File: src/rtl/dbg_snapshot_reader.sv
// Debug snapshot bank: freezes NUM_CH channels in one cycle, gives registered
// random-access readback and streams the frozen bank as a framed byte stream.
module dbg_snapshot_reader #(
  parameter int NUM_CH    = 24,
  parameter int DATA_W    = 32,
  parameter int SEL_W     = 7,
  parameter int HEADER_EN = 1
) (
  input  logic                     clk,
  input  logic                     rst,
  input  logic [NUM_CH*DATA_W-1:0] in_channels,
  input  logic                     in_capture,
  input  logic [SEL_W-1:0]         in_sel,
  output logic [DATA_W-1:0]        out_data,
  input  logic                     in_dump,
  output logic [7:0]               out_byte,
  output logic                     out_valid,
  input  logic                     in_ready,
  output logic                     out_busy,
  output logic                     out_done
);

  localparam int NB = DATA_W / 8;
  localparam int BW = (NB > 1) ? $clog2(NB) : 1;
  localparam int CW = (NUM_CH > 1) ? $clog2(NUM_CH) : 1;
  localparam logic [BW-1:0] LAST_B  = BW'(NB - 1);
  localparam logic [CW-1:0] LAST_CH = CW'(NUM_CH - 1);
  localparam logic [7:0]    NCH8    = 8'(NUM_CH);

  typedef enum logic [2:0] {IDLE, HDR0, HDR1, DATA, DONE} state_e;

  state_e                           state_q, state_d;
  logic [CW-1:0]                    ch_q, ch_d;
  logic [BW-1:0]                    byte_q, byte_d;
  logic [NUM_CH-1:0][DATA_W-1:0]    snap_q;
  logic [DATA_W-1:0]                rd_d, cur_word;
  logic [7:0]                       data_byte;
  logic                             xfer, cap_en;

  // Capture is only honoured in IDLE so a dump always streams a coherent bank.
  assign cap_en    = in_capture && (state_q == IDLE);
  assign out_valid = (state_q == HDR0) || (state_q == HDR1) || (state_q == DATA);
  assign out_busy  = (state_q != IDLE);
  assign out_done  = (state_q == DONE);
  assign xfer      = out_valid && in_ready;

  always_ff @(posedge clk) begin
    if (rst) begin
      state_q  <= IDLE;
      ch_q     <= '0;
      byte_q   <= '0;
      snap_q   <= '0;
      out_data <= '0;
    end else begin
      state_q  <= state_d;
      ch_q     <= ch_d;
      byte_q   <= byte_d;
      out_data <= rd_d;
      if (cap_en) snap_q <= in_channels;
    end
  end

  // Out-of-range selects fall through to zero.
  always_comb begin
    rd_d = '0;
    for (int i = 0; i < NUM_CH; i++)
      if (in_sel == SEL_W'(i)) rd_d = snap_q[i];
  end

  always_comb begin
    cur_word = '0;
    for (int i = 0; i < NUM_CH; i++)
      if (ch_q == CW'(i)) cur_word = snap_q[i];
    data_byte = '0;
    for (int b = 0; b < NB; b++)
      if (byte_q == BW'(b)) data_byte = cur_word[(NB-1-b)*8 +: 8];
  end

  always_comb begin
    state_d  = state_q;
    ch_d     = ch_q;
    byte_d   = byte_q;
    out_byte = 8'h00;
    unique case (state_q)
      IDLE: begin
        if (in_dump) begin
          state_d = (HEADER_EN != 0) ? HDR0 : DATA;
          ch_d    = '0;
          byte_d  = '0;
        end
      end
      HDR0: begin
        out_byte = 8'hA5;
        if (xfer) state_d = HDR1;
      end
      HDR1: begin
        out_byte = NCH8;
        if (xfer) begin
          state_d = DATA;
          ch_d    = '0;
          byte_d  = '0;
        end
      end
      DATA: begin
        out_byte = data_byte;
        if (xfer) begin
          if (byte_q == LAST_B) begin
            byte_d = '0;
            if (ch_q == LAST_CH) state_d = DONE;
            else                 ch_d    = ch_q + CW'(1);
          end else begin
            byte_d = byte_q + BW'(1);
          end
        end
      end
      DONE:    state_d = IDLE;
      default: state_d = IDLE;
    endcase
  end

endmodule

File: config.mk
export PLATFORM = sky130hd
export DESIGN_NAME = dbg_snapshot_reader
export DESIGN_NICKNAME = d
export VERILOG_FILES = /design/src/rtl/dbg_snapshot_reader.sv
export SDC_FILE = /design/constraint.sdc
export NUM_CORES = 2
export LEC_CHECK = 0
export CAP_MARGIN = 20
export CELL_PAD_IN_SITES_DETAIL_PLACEMENT = 2
export CELL_PAD_IN_SITES_GLOBAL_PLACEMENT = 2
export CORE_MARGIN = 3
export CORE_UTILIZATION = 29
export DETAILED_ROUTE_END_ITERATION = 8
export GPL_ROUTABILITY_DRIVEN = 0
export PLACE_DENSITY_LB_ADDON = 0.1
export SKIP_LAST_GASP = 1
export SLEW_MARGIN = 10
export SYNTH_ARGS = -nofsm -noshare
export SYNTH_HDL_FRONTEND = slang
export SYNTH_SLANG_ARGS = --single-unit
File: constraint.sdc
create_clock -name clk -period 6.1 [get_ports clk]
set_clock_uncertainty 0.1 [all_clocks]
set_input_delay 1.525 -clock clk [delete_from_list [all_inputs] [get_ports clk]]
set_output_delay 1.525 -clock clk [all_outputs]
set_load 0.005 [all_outputs]
; ---- Word level (Yosys, flattened, before mapping)
; Index checks and enable logic that the tools add are counted.
; Widths: inputs -> output; s select.
[totals]
regBits = 810
out_inout_bits = 43
wordCells = 174
in_bits = 780
[op_classes]
mux = 71
reduce_logical = 13
n_eq_ne = 60
n_addsub = 2
[op_table]
columns = cell, n
row1 = $mux 32, 48
row2 = $eq 7x4->1 const B, 8
row3 = $eq 7x5->1 const B, 8
row4 = $eq 5x4->1 const B, 8
row5 = $eq 5x5->1 const B, 8
row6 = $mux 8, 4
row7 = $eq 7x3->1 const B, 4
row8 = $mux 5, 5
row9 = $pmux 8 s3, 1
row10 = $eq 5x3->1 const B, 4
row11 = $mux 3, 6
row12 = $pmux 5 s3, 1
row13 = $eq 7x2->1 const B, 2
row14 = $pmux 3 s4, 1
row15 = $reduce_and 6->1, 2
row16 = $eq 5x2->1 const B, 2
row17 = $ne 2x2->1 const B, 5
row18 = $mux 2, 4
row19 = $eq 7x1->1 const B, 1
row20 = $logic_not 7->1, 1
row21 = $eq 3x2->1 const B, 2
row22 = $pmux 2 s3, 1
row23 = $reduce_bool 3->1, 2
row24 = $add 5x1->5 const B, 1
row25 = other kinds (13), 17

; ---- Depth between registers and ports, before layout
[depth]
depth_word = 30
depth_mapped = 16
mapped_depth_nobuf = 11

; ---- Worst setup path after synthesis
; Ideal clock, no wire load.
[synth_timing]
path_kind = flip-flop to output port
start = register ch_q[1]
end = output port out_byte[3]
stages_incl_launch_ff = 16
t_arrival_ns = 3.242
required_time_ns = 4.475
n_path_buf = 6
path_slack_ns = 1.233
path_cell_list = dfxtp_1 > ha_1 > buf_2 > buf_2 > clkbuf_1 > clkbuf_1 > and3_1 > ha_1 > clkbuf_1 > clkbuf_1 > a21oi_1 > a221oi_1 > o21ai_0 > nand3_1 > a21oi_1 > o32ai_1
[synth_via]
elab_chain_cells = 30
elab_cells_between_ends = 53
classes_between = 23 x eq/ne / 29 x mux / 1 x reduce/logical
[synth_rtl]
columns = item, line
row1 = start: declaration, 33  ; logic [CW-1:0] ch_q, ch_d;
row2 = start signal: assignment, 56  ; ch_q <= ch_d;
row3 = $logic_not 5->1, 73  ; if (ch_q == CW'(i)) cur_word = snap_q[i];
row4 = $mux 32 (23 in series), 73
row5 = $mux 32 *, 73
row6 = $mux 8 (3 in series), 76  ; if (byte_q == BW'(b)) data_byte = cur_word[(NB-1-b)*8 +: 8];
row7 = $mux 8 *, 76
row8 = $pmux 8 s3 *, 84  ; unique case (state_q)
row9 = end: declaration, 16  ; output logic [7:0] out_byte,
; Every way passes the cells marked *; elsewhere a longest branch is shown, timed or not.

; ---- Worst setup path after layout
[layout_timing]
start = register ch_q[1]
end = output port out_byte[2]
; The elaborated chain is that of the path after synthesis.

==> out/summary.log <==
qor: power.static_power_due_to_leakage 21.39 nW
qor: clock_network.path_clk_slew 60 ps
qor: routing.drtAntennaViolNets 0
qor: die.fp.dieW 389.3 um
qor: synth.synth_largest_type_area_fraction 38.06%
qor: clock_network.clock-root-buffer sky130_fd_sc_hd__clkbuf_16
qor: clock_network.cts_sinks 810
qor: global_route.groute.usage.overall 41.24%
qor: worst_setup_path.worstSetupPathDepth 13
qor: timing.timing.final.max_slew_violations 0
qor: worst_setup_path.crit_path_top_delay_cell sky130_fd_sc_hd__clkdlybuf4s50_1
qor: clock_network.cts_inserted_buffers 90
qor: die.core-area 145,700 um^2
qor: routing.dr_wl_met2 129,500 um
qor: worst_setup_path.reg2regPathDepth 9
qor: timing.setup-violations-final 8
qor: synth.synth_ff_type sky130_fd_sc_hd__dfxtp_1
qor: finish.final_cells 8,779
qor: die.design.die.area 151,500 um^2
qor: status.failed_checks DRC, setup timing
qor: synth.synth_edf_count 0
qor: routing.met1Wirelength 126,700 um
qor: die.die-height 389.3 um
qor: worst_setup_path.crit_path_max_fanout 19
qor: power.worst_ir_drop_vdd 0.2342 mV
qor: routing.highest_layer met5
qor: status.run_status finished, violations left
qor: worst_setup_path.path_delay_family compound AO/OA/AOI/OAI gates
qor: clock_network.clock_tree.buffer_depth 3
qor: flow_run.maxcap_viol_count 0
qor: synth.post_synth_instance_area 42,600 um^2
qor: synth.largest_cells_by_area_after_synthesis sky130_fd_sc_hd__dfxtp_1 (38%), sky130_fd_sc_hd__nand2_1 (16%), sky130_fd_sc_hd__a21oi_1 (12%), sky130_fd_sc_hd__o21ai_0 (3.9%), sky130_fd_sc_hd__clkbuf_1 (3.5%)
qor: finish.post-route-cell-area 58,080 um^2
qor: global_route.pin_count_of_the_biggest_net_entering_global_routing 214
qor: timing.relSlewSlack 9.534%
qor: routing.drc 76
qor: synth.yosys.area.top_type sky130_fd_sc_hd__dfxtp_1
qor: synth.post_syn_area_per_cell 7.082 um^2
qor: worst_setup_path.reg2reg_setup_slack 2520 ps
qor: synth.gate_count_after_technology_mapping 6,015
qor: timing.final_period_minus_worst_setup_slack 6294 ps
qor: clock_network.clk_latency 740 ps
qor: global_route.initial_antenna_violation_count 40
qor: timing.hold_slack 364.1 ps
qor: routing.wl_met3 47,860 um
qor: finish.n_fill_cell 16,800
qor: synth.yosys.cell_types.count 99
qor: synth.yosysWarnings 0
qor: routing.drt_iter0_markers 8,861
qor: clock_network.count_of_hold_fix_buffers_inserted_at_cts 0
qor: global_route.first_pass_grt_wire_length 443,500 um
qor: timing.fmax 158.9 MHz
qor: worst_setup_path.end_kind output pin
qor: worst_setup_path.regToRegStartpoint snap_q[81]
qor: synth.postSynth.asyncResetShare 0%
qor: worst_setup_path.worstPathCellList inv_1, ha_4, clkbuf_4, buf_12, nand2_1, o21ai_0, a21oi_1, o31a_1, o21ai_2, a211oi_1, nand3_1, and4bb_2, clkdlybuf4s50_1
qor: synth.mappedNetlistNets 6,804
qor: synth.postSynthRegisterBits 810
qor: routing.via_per_inst 6.392
qor: worst_setup_path.reg2reg_to out_data[17]
qor: die.core.rowCount 140
qor: clock_network.tritoncts done
qor: timing.post-route-period-util 103.2%
qor: die.floorplan.initialDensity 29.23%
qor: clock_network.cts_max_level 3
qor: timing.tightest_slew 1338 ps
qor: finish.area_growth 36.33%
qor: worst_setup_path.required_time_reported_for_the_critical_path_endpoint 4470 ps
qor: routing.routed_wl 329,800 um
qor: routing.drt_pre_antenna_iters 9
qor: power.p_per_area 350.5 nW/um^2
qor: finish.nNetsFinal 7,554
qor: worst_hold_path.worstHoldPathType reg2reg
qor: global_route.grt.overflow.total 0
qor: worst_hold_path.hold_start snap_q[315]
qor: worst_setup_path.critPathBufInv 4
qor: worst_setup_path.worstSetupStartpointType flip-flop
qor: finish.post_route_cells_drive_above_1_share 10.76%
qor: timing.rsz0062_at_grt true
qor: finish.mostFrequentLayoutCells sky130_fd_sc_hd__nand2_1 (1,808), sky130_fd_sc_hd__a21oi_1 (1,040), sky130_fd_sc_hd__clkdlybuf4s50_1 (817)
qor: place.post_dp_cell_area 53,680 um^2
qor: global_route.number_of_global_route_vias_before_repair 54,860
qor: die.floorplan.io_pins 823
qor: routing.wl_per_cell 37.57 um
qor: timing.post-route-worst-setup-slack -194.2 ps
qor: worst_hold_path.holdPathEnd snap_q[315]
qor: synth.synth_seq_area_share 38.06%
qor: worst_hold_path.hold-path-cell-count 2
qor: place.numPlacedInstances 8,542
qor: routing.detailroute.via_count 56,110
qor: place.io_buffers 822
qor: finish.layout.cells.most_common sky130_fd_sc_hd__nand2_1
qor: worst_setup_path.critical_path_class reg2out
qor: place.dp_hpwl 258,800 um
qor: place.detailedPlace.worstSlack -235.7 ps
qor: worst_setup_path.worst-endpoint-arrival 4670 ps
qor: timing.hold_viol_final 0
qor: worst_setup_path.crit_path_max_incr_delay 550 ps
==> metrics by stage <==
stage | setup TNS (ps) | utilization (%) | power (W)
6_report | -605.2 | 39.85 | 0.02036
4_1_cts | -255.4 | 39.30 | 0.02000
2_1_floorplan | 0 | - | 0.01017
3_3_place_gp | -167.9 | 36.83 | 0.01394
5_1_grt | -239.8 | 39.81 | 0.02095
3_5_place_dp | -287.9 | 36.84 | 0.01407
==> how the worst max path moves through the flow <==
stage / start / end / slack, ps
final: ch_q[1] / out_byte[2] / -190
after global routing: ch_q[1] / out_byte[0] / -110
after CTS: ch_q[1] / out_byte[0] / -110
after detailed placement: ch_q[0] / out_byte[0] / -240
after global placement: ch_q[0] / out_byte[0] / -170
after floorplan: ch_q[1] / out_byte[3] / 1230
==> timing repair <==
item / 4_1_cts / 5_1_grt
resized for setup: 77 / 114
gates cloned: 0 / 3
buffers inserted: 18 / 26
endpoints found under the setup margin: 8 / 8
pin swaps: 8 / 30
hold endpoints to repair: 0 / 0
==> sequential cells by signal (all words and copies together) (netlist names) <==
signal    cells
byte_q        2
out_data     32
state_q       3
ch_q          5
snap_q      768
==> Yosys cell counts, types with 14 or more instances <==
cell,n
sky130_fd_sc_hd__nor4_1,18
sky130_fd_sc_hd__a21o_1,36
sky130_fd_sc_hd__mux2i_1,80
sky130_fd_sc_hd__and2_1,14
sky130_fd_sc_hd__buf_1,22
sky130_fd_sc_hd__a221o_1,18
sky130_fd_sc_hd__nand2b_1,26
sky130_fd_sc_hd__nor3_1,63
sky130_fd_sc_hd__nand3_1,51
sky130_fd_sc_hd__nor2_1,261
sky130_fd_sc_hd__o221ai_1,58
sky130_fd_sc_hd__nand2_1,1814
sky130_fd_sc_hd__a31oi_1,22
sky130_fd_sc_hd__buf_4,15
sky130_fd_sc_hd__a22oi_1,52
sky130_fd_sc_hd__a21oi_1,1053
sky130_fd_sc_hd__inv_1,31
sky130_fd_sc_hd__o22ai_1,177
sky130_fd_sc_hd__buf_2,96
sky130_fd_sc_hd__mux2_2,31
sky130_fd_sc_hd__a221oi_1,79
sky130_fd_sc_hd__clkbuf_1,393
sky130_fd_sc_hd__o211ai_1,36
sky130_fd_sc_hd__o21a_1,18
sky130_fd_sc_hd__dfxtp_1,810
sky130_fd_sc_hd__nor2b_1,20
sky130_fd_sc_hd__o21ai_0,329
sky130_fd_sc_hd__and3_1,15
sky130_fd_sc_hd__a211oi_1,60
sky130_fd_sc_hd__a211o_1,17
==> layer usage <==
metal | global-route usage, % | vias up
met4 | 25.40 | 30
met5 | 0.03190 | -
met1 | 50.63 | 27570
met3 | 20.47 | 1340
met2 | 57.06 | 4447
li1 | - | 22730
==> where the power goes <==
group | internal [W] | leakage [nW] | switching [W] | total (W)
clock network | 0.00348 | 1.53 | 0.00239 | 0.00587
logic | 0.00202 | 13.2 | 0.00393 | 0.00595
registers | 0.00630 | 6.64 | 0.00224 | 0.00854
==> logic make-up after synthesis <==
logic type                 count (synthesis)  share of synthesized area [%]
and+or+nand+nor                         2395                          23.48
AOI/OAI and AO/OA                       2112                          29.57
DFF                                      810                          38.06
buffers and inverters                    573                          5.698
muxes                                    115                          2.911
adders and majority gates                  9                         0.2643
xor gates and xnor gates                   1                        0.02056
==> cell type report <==
class                           instances  area [um^2]  share of cell area, %
Multi-Input combinational cell       4633        24770                  42.65
Sequential cell                       810        16220                  27.94
Timing Repair Buffer                 1198        11370                  19.57
Clock buffer                          131         2649                  4.561
Tap cell                             1917         2399                  4.130
Clock inverter                         30        470.5                 0.8100
Inverter                               32        127.6                 0.2197
Antenna cell                           28        70.07                 0.1206
==> worst min-delay path: cells and delay by family (launching register included) <==
kind               cells  cell delay [ps]
AOI/OAI and AO/OA      1               50
DFF                    1              310
and+or+nand+nor        1               50
No activity file was read; power rests on OpenSTA's default activity.
